## src/rtl/cu_multicycle_if.sv

```systemverilog
// cu_multicycle_if: fetch handshake, memory/MDU handshakes, datapath controls and trap flags of the multi-cycle control unit
//   slave  : control-unit side (consumes instr/handshakes, drives controls)
//   master : fetch/datapath side (drives instr/handshakes, observes controls)
interface cu_multicycle_if #(parameter int INSTR_W = 16);
  logic [INSTR_W-1:0] instr;
  logic instr_valid, instr_ready, mem_ack, mdu_done;
  logic [3:0] alu_fc, cmp;
  logic [2:0] alu_src, wb_sel, reg_we;
  logic [1:0] imm_op, pc_sel;
  logic jump, alu_res, mov, sz, sb, mem_re, mem_we, halted, illegal, fault;
  modport slave (
    input instr, instr_valid, mem_ack, mdu_done,
    output instr_ready, alu_fc, cmp, alu_src, wb_sel, reg_we, imm_op, pc_sel,
    output jump, alu_res, mov, sz, sb, mem_re, mem_we, halted, illegal, fault
  );
  modport master (
    output instr, instr_valid, mem_ack, mdu_done,
    input instr_ready, alu_fc, cmp, alu_src, wb_sel, reg_we, imm_op, pc_sel,
    input jump, alu_res, mov, sz, sb, mem_re, mem_we, halted, illegal, fault
  );
endinterface

```

## src/rtl/cu_multicycle.sv

```systemverilog
// cu_multicycle: multi-cycle control unit stepping one fetched instruction through DECODE/EXEC/MEM/MDU/WB
//   clk, rst : clock (rising edge) and asynchronous active-high reset
//   bus      : slave side of cu_multicycle_if (fetch valid/ready, mem_ack, mdu_done, datapath controls, halted/illegal/fault)
module cu_multicycle #(
  parameter int INSTR_W = 16,
  parameter int MEM_TIMEOUT = 15,
  parameter bit EN_MDU = 1'b1
) (
  input logic clk,
  input logic rst,
  cu_multicycle_if.slave bus
);
  localparam int CW = $clog2(MEM_TIMEOUT + 1);
  typedef enum logic [2:0] {IDLE, DECODE, EXEC, MEM, MDU, WB, HALT} state_t;
  typedef struct packed {
    logic [3:0] alu_fc;
    logic [2:0] alu_src, wb_sel, reg_we;
    logic [1:0] imm_op;
    logic alu_res, mov, sz, sb;
  } ctrl_t;
  state_t state_q, state_d;
  ctrl_t ctrl_q, ctrl_d, dec;
  logic [3:0] op_q, op_d, fc_q, fc_d;
  logic [CW-1:0] cnt_q, cnt_d;
  logic illegal_q, illegal_d, fault_q, fault_d;
  logic is_r, is_imm, is_mem, is_ld, is_br, is_jmp, is_mdu, bad;
  assign is_r = op_q == 4'b1111;
  assign is_imm = op_q[3:1] == 3'b100;
  assign is_mem = op_q inside {[4'b1010:4'b1101]};
  assign is_ld = is_mem && !op_q[0];
  assign is_br = op_q inside {4'b0100, 4'b0101, 4'b0110};
  assign is_jmp = op_q == 4'b0001;
  assign is_mdu = is_r && fc_q[3:1] == 3'b010;
  assign bad = op_q inside {4'b0010, 4'b0011, 4'b0111, 4'b1110}
            || (is_r && !(fc_q inside {4'd0, 4'd1, 4'd4, 4'd5, 4'd7, 4'd8}))
            || (is_mdu && !EN_MDU);
  always_comb begin
    dec = '0;
    dec.alu_fc = is_r ? fc_q : 4'd0;
    dec.alu_src = is_mem ? 3'b001 : is_imm ? 3'b010 : 3'b000;
    dec.wb_sel = is_ld ? 3'b001 : is_mdu ? 3'b011 : (is_r && fc_q == 4'd8) ? 3'b010 : 3'b000;
    dec.reg_we = is_mdu ? 3'b101 : (is_r && fc_q == 4'd7) ? 3'b011 : (is_r || is_imm || is_ld) ? 3'b001 : 3'b000;
    dec.imm_op = {op_q == 4'b1001, op_q == 4'b1000};
    dec.alu_res = is_r || is_imm;
    dec.mov = is_r && fc_q == 4'd8;
    dec.sz = is_imm || op_q[3:1] == 3'b110;
    dec.sb = op_q[3:1] == 3'b101;
  end
  always_comb begin
    state_d = state_q;
    ctrl_d = ctrl_q;
    op_d = op_q;
    fc_d = fc_q;
    cnt_d = '0;
    illegal_d = illegal_q;
    fault_d = fault_q;
    case (state_q)
      IDLE: if (bus.instr_valid) begin
        op_d = bus.instr[INSTR_W-1 -: 4];
        fc_d = bus.instr[3:0];
        state_d = DECODE;
      end
      DECODE: begin
        state_d = (op_q == 4'b0000 || bad) ? HALT : EXEC;
        illegal_d = illegal_q | bad;
        ctrl_d = dec;
      end
      EXEC: state_d = (is_br || is_jmp) ? IDLE : is_mem ? MEM : is_mdu ? MDU : WB;
      // an ack arriving on the last allowed cycle still completes the access
      MEM: if (bus.mem_ack) state_d = is_ld ? WB : IDLE;
        else if (cnt_q == CW'(MEM_TIMEOUT - 1)) begin
          state_d = HALT;
          fault_d = 1'b1;
        end else cnt_d = cnt_q + 1'b1;
      MDU: state_d = bus.mdu_done ? WB : MDU;
      WB: state_d = IDLE;
      default: state_d = HALT;
    endcase
    if (state_d == IDLE || state_d == HALT) ctrl_d = '0;
  end
  always_ff @(posedge clk or posedge rst)
    if (rst) begin
      state_q <= IDLE;
      ctrl_q <= '0;
      op_q <= '0;
      fc_q <= '0;
      cnt_q <= '0;
      illegal_q <= 1'b0;
      fault_q <= 1'b0;
    end else begin
      state_q <= state_d;
      ctrl_q <= ctrl_d;
      op_q <= op_d;
      fc_q <= fc_d;
      cnt_q <= cnt_d;
      illegal_q <= illegal_d;
      fault_q <= fault_d;
    end
  // ready is forced low while reset is held, even though the state already reads IDLE
  assign bus.instr_ready = state_q == IDLE && !rst;
  assign bus.alu_fc = ctrl_q.alu_fc;
  assign bus.alu_src = ctrl_q.alu_src;
  assign bus.wb_sel = ctrl_q.wb_sel;
  assign bus.imm_op = ctrl_q.imm_op;
  assign bus.alu_res = ctrl_q.alu_res;
  assign bus.mov = ctrl_q.mov;
  assign bus.sz = ctrl_q.sz;
  assign bus.sb = ctrl_q.sb;
  assign bus.reg_we = state_q == WB ? ctrl_q.reg_we : 3'b000;
  assign bus.mem_re = state_q == MEM && is_ld;
  assign bus.mem_we = state_q == MEM && !is_ld;
  assign bus.pc_sel = state_q == EXEC ? {is_jmp, is_br} : 2'b00;
  assign bus.jump = state_q == EXEC && is_jmp;
  assign bus.cmp = (state_q == EXEC && is_br) ? op_q : 4'd0;
  assign bus.halted = state_q == HALT;
  assign bus.illegal = illegal_q;
  assign bus.fault = fault_q;
endmodule
```

## src/flat_wrapper.sv

```systemverilog
// flat-port wrapper written by rule: the top's interface ports become plain ports
module cu_multicycle_flat 
#(
  parameter int INSTR_W = 16,
  parameter int MEM_TIMEOUT = 15,
  parameter bit EN_MDU = 1'b1
)
  (clk, rst, bus_instr, bus_instr_valid, bus_mem_ack, bus_mdu_done, bus_instr_ready, bus_alu_fc, bus_cmp, bus_alu_src, bus_wb_sel, bus_reg_we, bus_imm_op, bus_pc_sel, bus_jump, bus_alu_res, bus_mov, bus_sz, bus_sb, bus_mem_re, bus_mem_we, bus_halted, bus_illegal, bus_fault);
  cu_multicycle_if #(.INSTR_W(INSTR_W)) bus_i ();
  input logic clk;
  input logic rst;
  input wire logic [$bits(bus_i.instr)-1:0] bus_instr;
  input wire logic [$bits(bus_i.instr_valid)-1:0] bus_instr_valid;
  input wire logic [$bits(bus_i.mem_ack)-1:0] bus_mem_ack;
  input wire logic [$bits(bus_i.mdu_done)-1:0] bus_mdu_done;
  output wire logic [$bits(bus_i.instr_ready)-1:0] bus_instr_ready;
  output wire logic [$bits(bus_i.alu_fc)-1:0] bus_alu_fc;
  output wire logic [$bits(bus_i.cmp)-1:0] bus_cmp;
  output wire logic [$bits(bus_i.alu_src)-1:0] bus_alu_src;
  output wire logic [$bits(bus_i.wb_sel)-1:0] bus_wb_sel;
  output wire logic [$bits(bus_i.reg_we)-1:0] bus_reg_we;
  output wire logic [$bits(bus_i.imm_op)-1:0] bus_imm_op;
  output wire logic [$bits(bus_i.pc_sel)-1:0] bus_pc_sel;
  output wire logic [$bits(bus_i.jump)-1:0] bus_jump;
  output wire logic [$bits(bus_i.alu_res)-1:0] bus_alu_res;
  output wire logic [$bits(bus_i.mov)-1:0] bus_mov;
  output wire logic [$bits(bus_i.sz)-1:0] bus_sz;
  output wire logic [$bits(bus_i.sb)-1:0] bus_sb;
  output wire logic [$bits(bus_i.mem_re)-1:0] bus_mem_re;
  output wire logic [$bits(bus_i.mem_we)-1:0] bus_mem_we;
  output wire logic [$bits(bus_i.halted)-1:0] bus_halted;
  output wire logic [$bits(bus_i.illegal)-1:0] bus_illegal;
  output wire logic [$bits(bus_i.fault)-1:0] bus_fault;
  assign bus_i.instr = bus_instr;
  assign bus_i.instr_valid = bus_instr_valid;
  assign bus_i.mem_ack = bus_mem_ack;
  assign bus_i.mdu_done = bus_mdu_done;
  assign bus_instr_ready = bus_i.instr_ready;
  assign bus_alu_fc = bus_i.alu_fc;
  assign bus_cmp = bus_i.cmp;
  assign bus_alu_src = bus_i.alu_src;
  assign bus_wb_sel = bus_i.wb_sel;
  assign bus_reg_we = bus_i.reg_we;
  assign bus_imm_op = bus_i.imm_op;
  assign bus_pc_sel = bus_i.pc_sel;
  assign bus_jump = bus_i.jump;
  assign bus_alu_res = bus_i.alu_res;
  assign bus_mov = bus_i.mov;
  assign bus_sz = bus_i.sz;
  assign bus_sb = bus_i.sb;
  assign bus_mem_re = bus_i.mem_re;
  assign bus_mem_we = bus_i.mem_we;
  assign bus_halted = bus_i.halted;
  assign bus_illegal = bus_i.illegal;
  assign bus_fault = bus_i.fault;
  cu_multicycle #(.INSTR_W(INSTR_W), .MEM_TIMEOUT(MEM_TIMEOUT), .EN_MDU(EN_MDU)) u_core (.clk(clk), .rst(rst), .bus(bus_i));
endmodule
```

## config.mk

```make
export PLATFORM = sky130hd
export DESIGN_NAME = cu_multicycle_flat
export DESIGN_NICKNAME = d
export VERILOG_FILES = /design/src/rtl/cu_multicycle_if.sv /design/src/rtl/cu_multicycle.sv /design/src/flat_wrapper.sv
export SDC_FILE = /design/constraint.sdc
export NUM_CORES = 1
export LEC_CHECK = 0
export ABC_AREA = 1
export BUFFER_PORTS_ARGS = -buffer_cell sky130_fd_sc_hd__buf_2
export CAP_MARGIN = 5
export CORE_ASPECT_RATIO = 0.7
export CORE_MARGIN = 1
export CORE_UTILIZATION = 34
export DETAILED_ROUTE_END_ITERATION = 16
export GPL_ROUTABILITY_DRIVEN = 1
export GPL_TIMING_DRIVEN = 0
export PLACE_DENSITY_LB_ADDON = 0.25
export SYNTH_ARGS = -nofsm -noshare
export SYNTH_HDL_FRONTEND = slang
export SYNTH_SLANG_ARGS = --single-unit
```

## constraint.sdc

```tcl
create_clock -name clk -period 2.3 [get_ports clk]
set_input_delay 0.115 -clock clk [delete_from_list [all_inputs] [get_ports clk]]
set_output_delay 0.115 -clock clk [all_outputs]
set_load 0.01 [all_outputs]
```

; Word-level counts from Yosys, hierarchy flattened
; Cells that the tools add are included.
[classes]
n_lt_le_gt_ge = 2
reduce_logical = 32
bitwise_logic = 2
mux = 27
n_addsub = 1
n_eq_ne = 28
[ops]
columns = op, count
row1 = $mux 3, 13
row2 = $mux 19, 2
row3 = $eq 4x3->1 const B, 7
row4 = $eq 4x4->1 const B, 6
row5 = $eq 3x3->1 const B, 7
row6 = $mux 4, 5
row7 = $pmux 3 s6, 1
row8 = $logic_and 1x1->1, 11
row9 = $eq 3x2->1 const B, 3
row10 = $eq 4x1->1 const B, 2
row11 = $eq 4x2->1 const B, 2
row12 = $logic_not 4->1, 2
row13 = $logic_or 1x1->1, 7
row14 = $logic_not 3->1, 2
row15 = $mux 2, 3
row16 = $reduce_bool 6->1, 1
row17 = $add 4x1->4 const B, 1
row18 = $ge 4x4->1 const B, 1
row19 = $le 4x4->1 const B, 1
row20 = $logic_not 1->1, 4
row21 = $reduce_bool 4->1, 1
row22 = $eq 3x1->1 const B, 1
row23 = $mux 1, 3
row24 = $reduce_and 3->1, 1
row25 = other kinds (5), 5
[word_totals]
register_bits = 36
elab_cells = 107
input_bits = 21

; Depth between registers and ports, before layout
; Gate-level depths: netlist of run 1.
[depth]
ltp_word = 11
mapped_depth = 15

; Worst setup path before layout of run 1
; Ideal clock, no wire load.
[synth_path]
path_kind = reg2reg
start = reg u_core.state_q[0]
end = reg u_core.ctrl_q[6] (netlist bit)
path_buffers = 2
t_required_ps = 2231
stages_incl_launch_ff = 14
slack_ps = 704
setup_time_ps = 69
t_arrival_ps = 1527
synth_period_minus_slack_ps = 1596
cell_sequence = dfrtp_1 -> buf_6 -> inv_1 -> nand3_1 -> a21oi_1 -> nand3_1 -> nand2_1 -> inv_1 -> nand3_2 -> nand2_4 -> nand2_4 -> inv_4 -> buf_12 -> nor2_2
[synth_via]
elab_cells_between_ends = 15
classes_between = eq/ne: 6 / mux: 5 / reduce/logical: 4
[synth_rtl]
columns = element, line_no
row1 = start: declaration, cu_multicycle.sv:21  ; state_t state_q, state_d;
row2 = start signal: assignment, cu_multicycle.sv:91  ; state_q <= state_d;
row3 = "$eq 3x3->1, or another cell as far along", cu_multicycle.sv:57  ; case (state_q)
row4 = $pmux 3 s6 *, cu_multicycle.sv:57
row5 = via u_core.state_d[2], cu_multicycle.sv:21
row6 = $eq 3x3->1 / $logic_not 3->1 (equally long branches), cu_multicycle.sv:79  ; if (state_d == IDLE || state_d == HALT) ctrl_d = '0;
row7 = $logic_or 1x1->1 *, cu_multicycle.sv:79
row8 = $mux 19 / $reduce_bool 2->1 (equally long branches), n/a
row9 = end signal: assignment, cu_multicycle.sv:92  ; ctrl_q <= ctrl_d;
row10 = end: declaration, cu_multicycle.sv:22  ; ctrl_t ctrl_q, ctrl_d, dec;
; Mark *: on every way through the listed nets, which the timed path passes. The rest lies on a longest branch.
; A chain may end at the register's enable or synchronous reset.

; Final worst setup path of run 1
[layout_path]
start = reg u_core.state_q[0]
end = reg u_core.ctrl_q (netlist bit u_core.bus.alu_fc[2])
[layout_via]
elab_chain_len = 6
elab_cells_between_ends = 15
classes_between = eq/ne: 6 / mux: 5 / reduce/logical: 4
[layout_rtl]
columns = element, line_no
row1 = $mux 3, cu_multicycle.sv:71  ; else if (cnt_q == CW'(MEM_TIMEOUT - 1)) begin
row2 = $mux 3, cu_multicycle.sv:70  ; MEM: if (bus.mem_ack) state_d = is_ld ? WB : IDLE;
row3 = $pmux 3 s6, cu_multicycle.sv:57
row4 = $eq 3x3->1 / $logic_not 3->1 (equally long branches), cu_multicycle.sv:79
row5 = $logic_or 1x1->1, cu_multicycle.sv:79
row6 = $mux 19 / $reduce_bool 2->1 (equally long branches), n/a
; Several ways; a longest one is shown, not always the timed one.

==> results of run 1 <==
-- path summary, 6_finish.rpt --
check	startpoint	end	slack, ns	cells past startpoint
max in group asynchronous	rst	u_core.state_q[1]$_DFF_PP0_	1.28	4
max	u_core.state_q[0]$_DFF_PP0_	u_core.bus.alu_fc[2]$_DFFE_PP0P_	0.44	13
min	bus_instr[2]	u_core.fc_q[2]$_DFFE_PP0P_	0.07	3
max reg2reg	u_core.state_q[0]$_DFF_PP0_	u_core.bus.alu_fc[2]$_DFFE_PP0P_	0.44	13
min in group asynchronous	rst	u_core.cnt_q[3]$_DFF_PP0_	0.50	3
min reg2reg	u_core.bus.illegal$_DFFE_PP0P_	u_core.bus.illegal$_DFFE_PP0P_	0.46	2
-- per-layer routing --
layer	up-vias	GRT usage, %	share of wire, %
met4	0	4.62	0.87
met1	739	24.1	51
met5	-	0	0
met3	4	4.86	6.9
met2	38	21.5	41
li1	855	-	-
-- registers in the layout, indices dropped and copies added, names as in the netlist, 2 cells and up --
signal	count
u_core.bus.alu_fc	4
u_core.cnt_q	4
u_core.fc_q	4
u_core.op_q	4
u_core.ctrl_q	3
u_core.state_q	3
u_core.bus.alu_src	2
u_core.bus.imm_op	2
u_core.bus.wb_sel	2
-- layout make-up --
class	count	area, um2
clock buffers	5	68.8
multi-input cells	163	832
repair buffers	43	243
clock inverters	2	10.0
plain buffers	20	181
inverters	27	104
well taps	72	90.1
fillers	577	3020
flip-flops and latches	34	851
-- per-stage QoR --
stage | util [%] | area (um2)
3_5_place_dp | 42.5 | 2290
2_1_floorplan | - | 1970
6_report | 44.1 | 2380
3_3_place_gp | 42.0 | 2260
4_1_cts | 44.1 | 2380
5_1_grt | 44.1 | 2380
-- power by group --
| group | total (mW) | internal, mW | switching, mW | leakage, nW |
|---|---|---|---|---|
| Combinational | 0.0374 | 0.0171 | 0.0203 | 0.799 |
| Clock | 0.412 | 0.203 | 0.209 | 0.0438 |
| Sequential | 0.598 | 0.598 | 0 | 0.423 |
| Total | 1.05 | 0.818 | 0.229 | 1.27 |
-- cells by family (layout without fill, tap and decap cells) --
kind of cell             Yosys count  after routing  synth area share, %
AO/OA/AOI/OAI                     30             30                 8.36
XOR/XNOR                           2              2                0.894
adder cells (fa/ha/maj)            2              2                 1.28
buffers and inverters             47             97                 14.5
flip-flops                        34             34                 43.4
other                              1              3                0.191
AND/OR/NAND/NOR                  126            126                 31.3
-- worst reg2reg max path, delay by kind of cell (launching register included) --
family	cells	cell delay, ns
AOI/OAI and AO/OA	1	0.23
buffers and inverters	5	0.46
DFF	1	0.37
and+or+nand+nor	7	0.74
-- layout by cell type, fill, tap and decap left out, types with 2 or more instances in the layout --
cell and instances:
nor2_2 10, clkinv_2 2, o21ai_0 3, ha_1 2, inv_1 23, inv_2 3, a21oi_1 21, a22oi_1 2
dfrtp_1 34, nor2_1 39, clkbuf_8 8, nor2_4 2, buf_2 41, nand3_1 23, o21bai_1 2, nand2_1 37
nand3_2 3, nand2_2 4, nand2_4 3, buf_4 14, conb_1 3, nor4_1 3
-- what timing repair did --
item,4_1_cts,5_1_grt
hold buffers,1,0
hold endpoints to repair,15,0
setup endpoints to repair,0,0
==> summary.txt, run 1 <==
Finish
  • Number of antenna cells inserted: 0
  • Area growth from synthesis to layout: 21.4%
  • Layout cells sized above 1: 32.3%
  • Finished Layout Cells: 366
  • Layout net count: 317

Setup path
  • WS Path Type: reg2reg
  • CP Max Fanout: 10
  • Slowest stage cell, crit path: dfrtp_1
  • Max incr delay on CP: 0.37 ns
  • WP buf/inv: 5
  • Cell family contributing the most delay on the critical path: simple AND/OR/NAND/NOR gates
  • Critical Path Most Common Cell: nand3_1
  • Startpoint kind of the worst setup timing path: register
  • Kind of capture point of the worst setup path: register
  • List of cells traversed by the critical path: buf_6 -> inv_1 -> nand3_1 -> a21oi_1 -> nand3_1 -> nand2_1 -> inv_1 -> nand3_1 -> nand2_2 -> nand2_4 -> inv_4 -> buf_12 -> nor2_2
  • Data arrival time of the critical path: 2.08 ns
  • Required time of the critical path: 2.52 ns

Die
  • Die Ht: 65.5 um
  • Core Region: 5400 um2
  • Floorplan row count: 22
  • Overall die width: 92.8 um
  • Die area: 6080 um2
  • Initial core utilization: 36.3%
  • Number of ports placed on the die boundary: 53

Route
  • Initial DRC Count: 71
  • Number of vias per cell after detailed routing: 4.47
  • Post-DRT Antenna Nets: 0
  • Remaining design rule violation count: 0
  • Detailed-route wire length: 4.35 mm
  • First-pass detailed-route iteration total: 4
  • Number of vias after detailed routing: 1636
  • Per-cell routed wire length: 11.9 um

GRT
  • Overall track demand over capacity in global routing: 16.0%
  • Initial antenna violation count: 0
  • Total congestion overflow: 0
  • Number of global-route vias before repair: 1513
  • Largest net degree at the start of global routing: 20
  • Global-route wire length before repair: 7.31 mm

Clock tree
  • Clk sinks: 34
  • Setup fix buffers added after clock tree synthesis: 0
  • Number of resized instances in the post-cts repair step: 0
  • Total clock buffers created by CTS: 5
  • TritonCTS clock tree: yes
  • Clock transition at the register clock pins on the worst setup and hold paths after CTS: 0.07 ns
  • Clock latency reported for the late side of the worst-skew pair: 0.29 ns
  • Number of H-tree levels: 2
  • Clock buffer depth: 2
  • Root Buffer Master: clkbuf_8

Timing
  • Final critical delay including setup and external delays: 1.86 ns
  • Highest achievable clock rate: 536 MHz
  • Slew Limit Headroom: 53.4%
  • Final hold vios: 0
  • Post-route clock period utilization: 81.1%
  • Slew at the pin closest to its max-slew limit: 0.698 ns
  • Unrepaired setup endpoints after global routing: false
  • Final setup violation count: 0
  • Layout Skew: 0.00574 ns
  • Setup TNS Final: 0 ns
  • Fin Hold WS: 0.0733 ns
  • Max-slew violation count: 0
  • Worst setup margin: 0.436 ns

Flow run
  • Maximum capacitance violations: 0

Min path
  • Tightest Hold Check Type: in2reg

Power
  • Static Leak: 1.27 nW
  • Power per standard cell area: 440 nW/um2
  • Maximum VDD drop: 181 uV
  • Post-route total power: 1.05 mW

Logic synthesis
  • Synth Register Bits: 34
  • Count of synthesis-stage warnings from yosys: 0
  • Average size of a mapped cell: 8.10 um2
  • Most used standard cells in the synthesized netlist: 39 x nor2_1, 37 x nand2_1, 34 x dfrtp_1, 23 x inv_1, 23 x nand3_1
  • Leading cell type by number of instances after synthesis: nor2_1
  • Distinct cell type count of the synthesized netlist: 30
  • Syn Std Cell Area: 1960 um2
  • Gate count of the mapped netlist: 242
  • Post-synth top area cell: dfrtp_1
  • Synth top area share: 43.4%
  • Dominant cells by area after synthesis: dfrtp_1 43%, nor2_1 7.5%, nand2_1 7.1%
  • Most common flop cell mapped by yosys: dfrtp_1
  • Share of synthesized area occupied by flip-flops and latches: 43.4%
  • EDFF count, synth: 0
  • FFs w/ async S/R, synth: 100%

Status
  • Result of the run: finished clean

Placement
  • Worst setup slack before clock tree synthesis: 0.448 ns
  • Placed cells: 358
  • Number of buffers added on ports: 41
  • Final HPWL from detailed placement: 3.43 mm
  • Placer Congestion: 0.790
(Power assumes the default switching activity.)
==> run 2: changes to the inputs <==
==> constraint.sdc (replaced) <==
create_clock -name clk -period 1.6 [get_ports clk]
set_input_delay 0.08 -clock clk [delete_from_list [all_inputs] [get_ports clk]]
set_output_delay 0.08 -clock clk [all_outputs]
set_load 0.01 [all_outputs]
==> run 2 against run 1 <==
  * The run now ends with setup timing left
  * Sequential share of layout area shrank 5.4 points
  * Power grew 44%
  * Non-clock buffer count is 33 higher
  * Clock skew shrank 0.0027 ns
  * Worst hold slack worse by 0.036 ns
  * Worst setup slack got worse by 0.52 ns
  * Sequential cell count is the same
  * Critical path type unchanged
==> summary.txt, run 2 (synthesis gave the netlist of run 1 again) <==
Die
  • Die area: 6080 um2
  • Number of ports placed on the die boundary: 53
  • Overall die width: 92.8 um
  • Floorplan row count: 22
  • Initial core utilization: 36.3%
  • Die Ht: 65.5 um
  • Core Region: 5400 um2

Power
  • Maximum VDD drop: 298 uV
  • Sw Ratio: 22.0%
  • Power per standard cell area: 534 nW/um2
  • P_int: 1.18 mW
  • Post-route total power: 1.51 mW
  • Part of the power in combinational logic: 3.7%
  • Clock network fraction of total power: 39.4%
  • Flop pwr share: 57.0%
  • Static Leak: 1.42 nW
  • P_sw: 0.332 mW

Min path
  • Min-Delay Startpoint: bus_instr[2]
  • End of the worst hold path: u_core.fc_q[2]$_DFFE_PP0P_
  • Number of cells on the worst hold path: 3
  • Tightest Hold Check Type: in2reg

Setup path
  • Worst reg-to-reg setup slack: -0.08 ns
  • Data arrival time of the critical path: 1.86 ns
  • Critical Path Most Common Cell: nand2_1
  • Slowest stage cell, crit path: dfrtp_2
  • CP Max Fanout: 10
  • Cell family contributing the most delay on the critical path: simple AND/OR/NAND/NOR gates
  • WS Path Type: reg2reg
  • WP buf/inv: 2
  • Kind of capture point of the worst setup path: register
  • Startpoint kind of the worst setup timing path: register
  • Worst flop-to-flop path endpoint: u_core.bus.alu_fc[2]$_DFFE_PP0P_
  • List of cells traversed by the critical path: nand2_4 -> nor2_4 -> nand2_2 -> nand2_1 -> nand2_1 -> nand2_1 -> nand2_2 -> nand2_1 -> nor2_1 -> nand2_2 -> nand2_4 -> inv_4 -> buf_12 -> nor2_2
  • Critical R2R Launch: u_core.op_q[1]$_DFFE_PP0P_
  • Depth of the worst register-to-register path: 14
  • Required time of the critical path: 1.78 ns
  • Max incr delay on CP: 0.47 ns

Placement
  • Final HPWL from detailed placement: 3.43 mm
  • Worst setup slack before clock tree synthesis: -0.252 ns
  • Number of buffers added on ports: 41
  • Placer Congestion: 0.790

Timing
  • Unrepaired setup endpoints after global routing: true
  • Max-slew violation count: 0
  • Slew Limit Headroom: 52.6%
  • Final setup violation count: 17
  • Worst setup margin: -0.0841 ns
  • Final critical delay including setup and external delays: 1.68 ns
  • Final hold vios: 0
  • Slew at the pin closest to its max-slew limit: 0.710 ns
  • Post-route clock period utilization: 105%
  • Highest achievable clock rate: 594 MHz
  • Layout Skew: 0.00305 ns

Route
  • Per-cell routed wire length: 12.3 um
  • Post-DRT Antenna Nets: 0
  • Detailed-route wire length: 4.90 mm
  • Initial DRC Count: 96
  • Number of vias after detailed routing: 1815
  • Remaining design rule violation count: 0
  • Number of vias per cell after detailed routing: 4.55
  • First-pass detailed-route iteration total: 4

Finish
  • Number of antenna cells inserted: 0
  • Layout cells sized above 1: 51.7%
  • Area growth from synthesis to layout: 44.2%
  • Most frequent cells in the layout: 46 x buf_4, 41 x buf_2, 32 x nand2_1, 31 x nor2_1, 29 x dfrtp_1
  • Layout net count: 350
  • FF+latch area: 857 um2
  • Final-layout fill cell count: 528
  • Leading cell type in the layout, fill and taps excluded: buf_4
  • Final cell utilization of the core: 52.4%
  • Area used by multi-input combinational logic: 988 um2

Status
  • Result of the run: finished, violations left
  • Violated checks: setup timing

Flow run
  • Maximum capacitance violations: 0

Clock tree
  • Total clock buffers created by CTS: 5
  • Clock buffer depth: 2
  • Clk sinks: 34
  • Clock transition at the register clock pins on the worst setup and hold paths after CTS: 0.07 ns
  • Number of H-tree levels: 2
  • Clock latency reported for the late side of the worst-skew pair: 0.28 ns
  • Root Buffer Master: clkbuf_8
  • TritonCTS clock tree: yes

GRT
  • Initial antenna violation count: 0
  • Largest net degree at the start of global routing: 20
  • Overall track demand over capacity in global routing: 17.0%
  • Total congestion overflow: 0
  • Global-route wire length before repair: 7.85 mm
  • Number of global-route vias before repair: 1658
run 2: worst max-delay path by stage:
stage                                           start                               end  slack, ns  depth (start not counted)
after global placement    u_core.state_q[0]$_DFF_PP0_  u_core.bus.alu_fc[2]$_DFFE_PP0P_      -0.23                         13
after detailed placement  u_core.state_q[0]$_DFF_PP0_  u_core.bus.alu_fc[2]$_DFFE_PP0P_      -0.25                         13
final                      u_core.op_q[1]$_DFFE_PP0P_  u_core.bus.alu_fc[2]$_DFFE_PP0P_      -0.08                         14
after CTS                  u_core.op_q[3]$_DFFE_PP0P_  u_core.bus.alu_fc[2]$_DFFE_PP0P_      -0.07                         15
after floorplan           u_core.state_q[0]$_DFF_PP0_      u_core.ctrl_q[6]$_DFFE_PP0P_      0.004                         13
after global routing      u_core.state_q[2]$_DFF_PP0_  u_core.bus.alu_fc[0]$_DFFE_PP0P_      -0.20                         12
run 2: worst min-delay path, delay by kind of cell:
kind | cells | cell delay (ns)
compound gates | 1 | 0.09
simple gates | 1 | 0.03
buf+inv | 1 | 0.07
run 2: stage by stage:
stage                     hold WS, ns  TNS (ns)  instance area, um2  std cells
after global placement          0.326     -2.81                2260        357
after detailed placement        0.237     -2.95                2290        358
after global routing           0.0380     -3.05                2830        399
after floorplan                 0.207         0                1970        244
after CTS                      0.0332    -0.639                2620        381
final                          0.0370     -1.08                2830        399
run 2: per-layer routing:
layer | vias to the layer above | share of wire, % | global-route usage [%]
li1 | 925 | - | -
met1 | 842 | 50 | 24.5
met2 | 44 | 44 | 24.6
met3 | 4 | 4.8 | 4.86
met4 | 0 | 0.82 | 4.62
met5 | - | 0 | 0
run 2: repair_timing:
item / in CTS / in global routing
endpoints found under the setup margin: 20 / 24
gates resized for setup: 38 / 20
pin swaps: 7 / 6
hold buffers: 1 / 0
endpoints found under the hold margin: 15 / 0
buffers inserted: 15 / 19
run 2: power by group through the flow:
stage	Sequential (mW)	Clock [mW]	Combinational, mW
floorplan	0.876	0	0.0249
global placement	0.876	0	0.0447
detailed placement	0.876	0	0.0538
CTS	0.859	0.609	0.0567
global route	0.858	0.653	0.0630
finish	0.859	0.594	0.0551
run 2: final cells by class:
class	instances	share of cell area [%]
sequential	34	30.3
timing repair buffer	77	18.2
inverter	27	4.21
clock buffer	5	2.43
tap	72	3.19
clock inverter	2	0.354
buffer	19	6.33
multi-input combinational	163	35.0
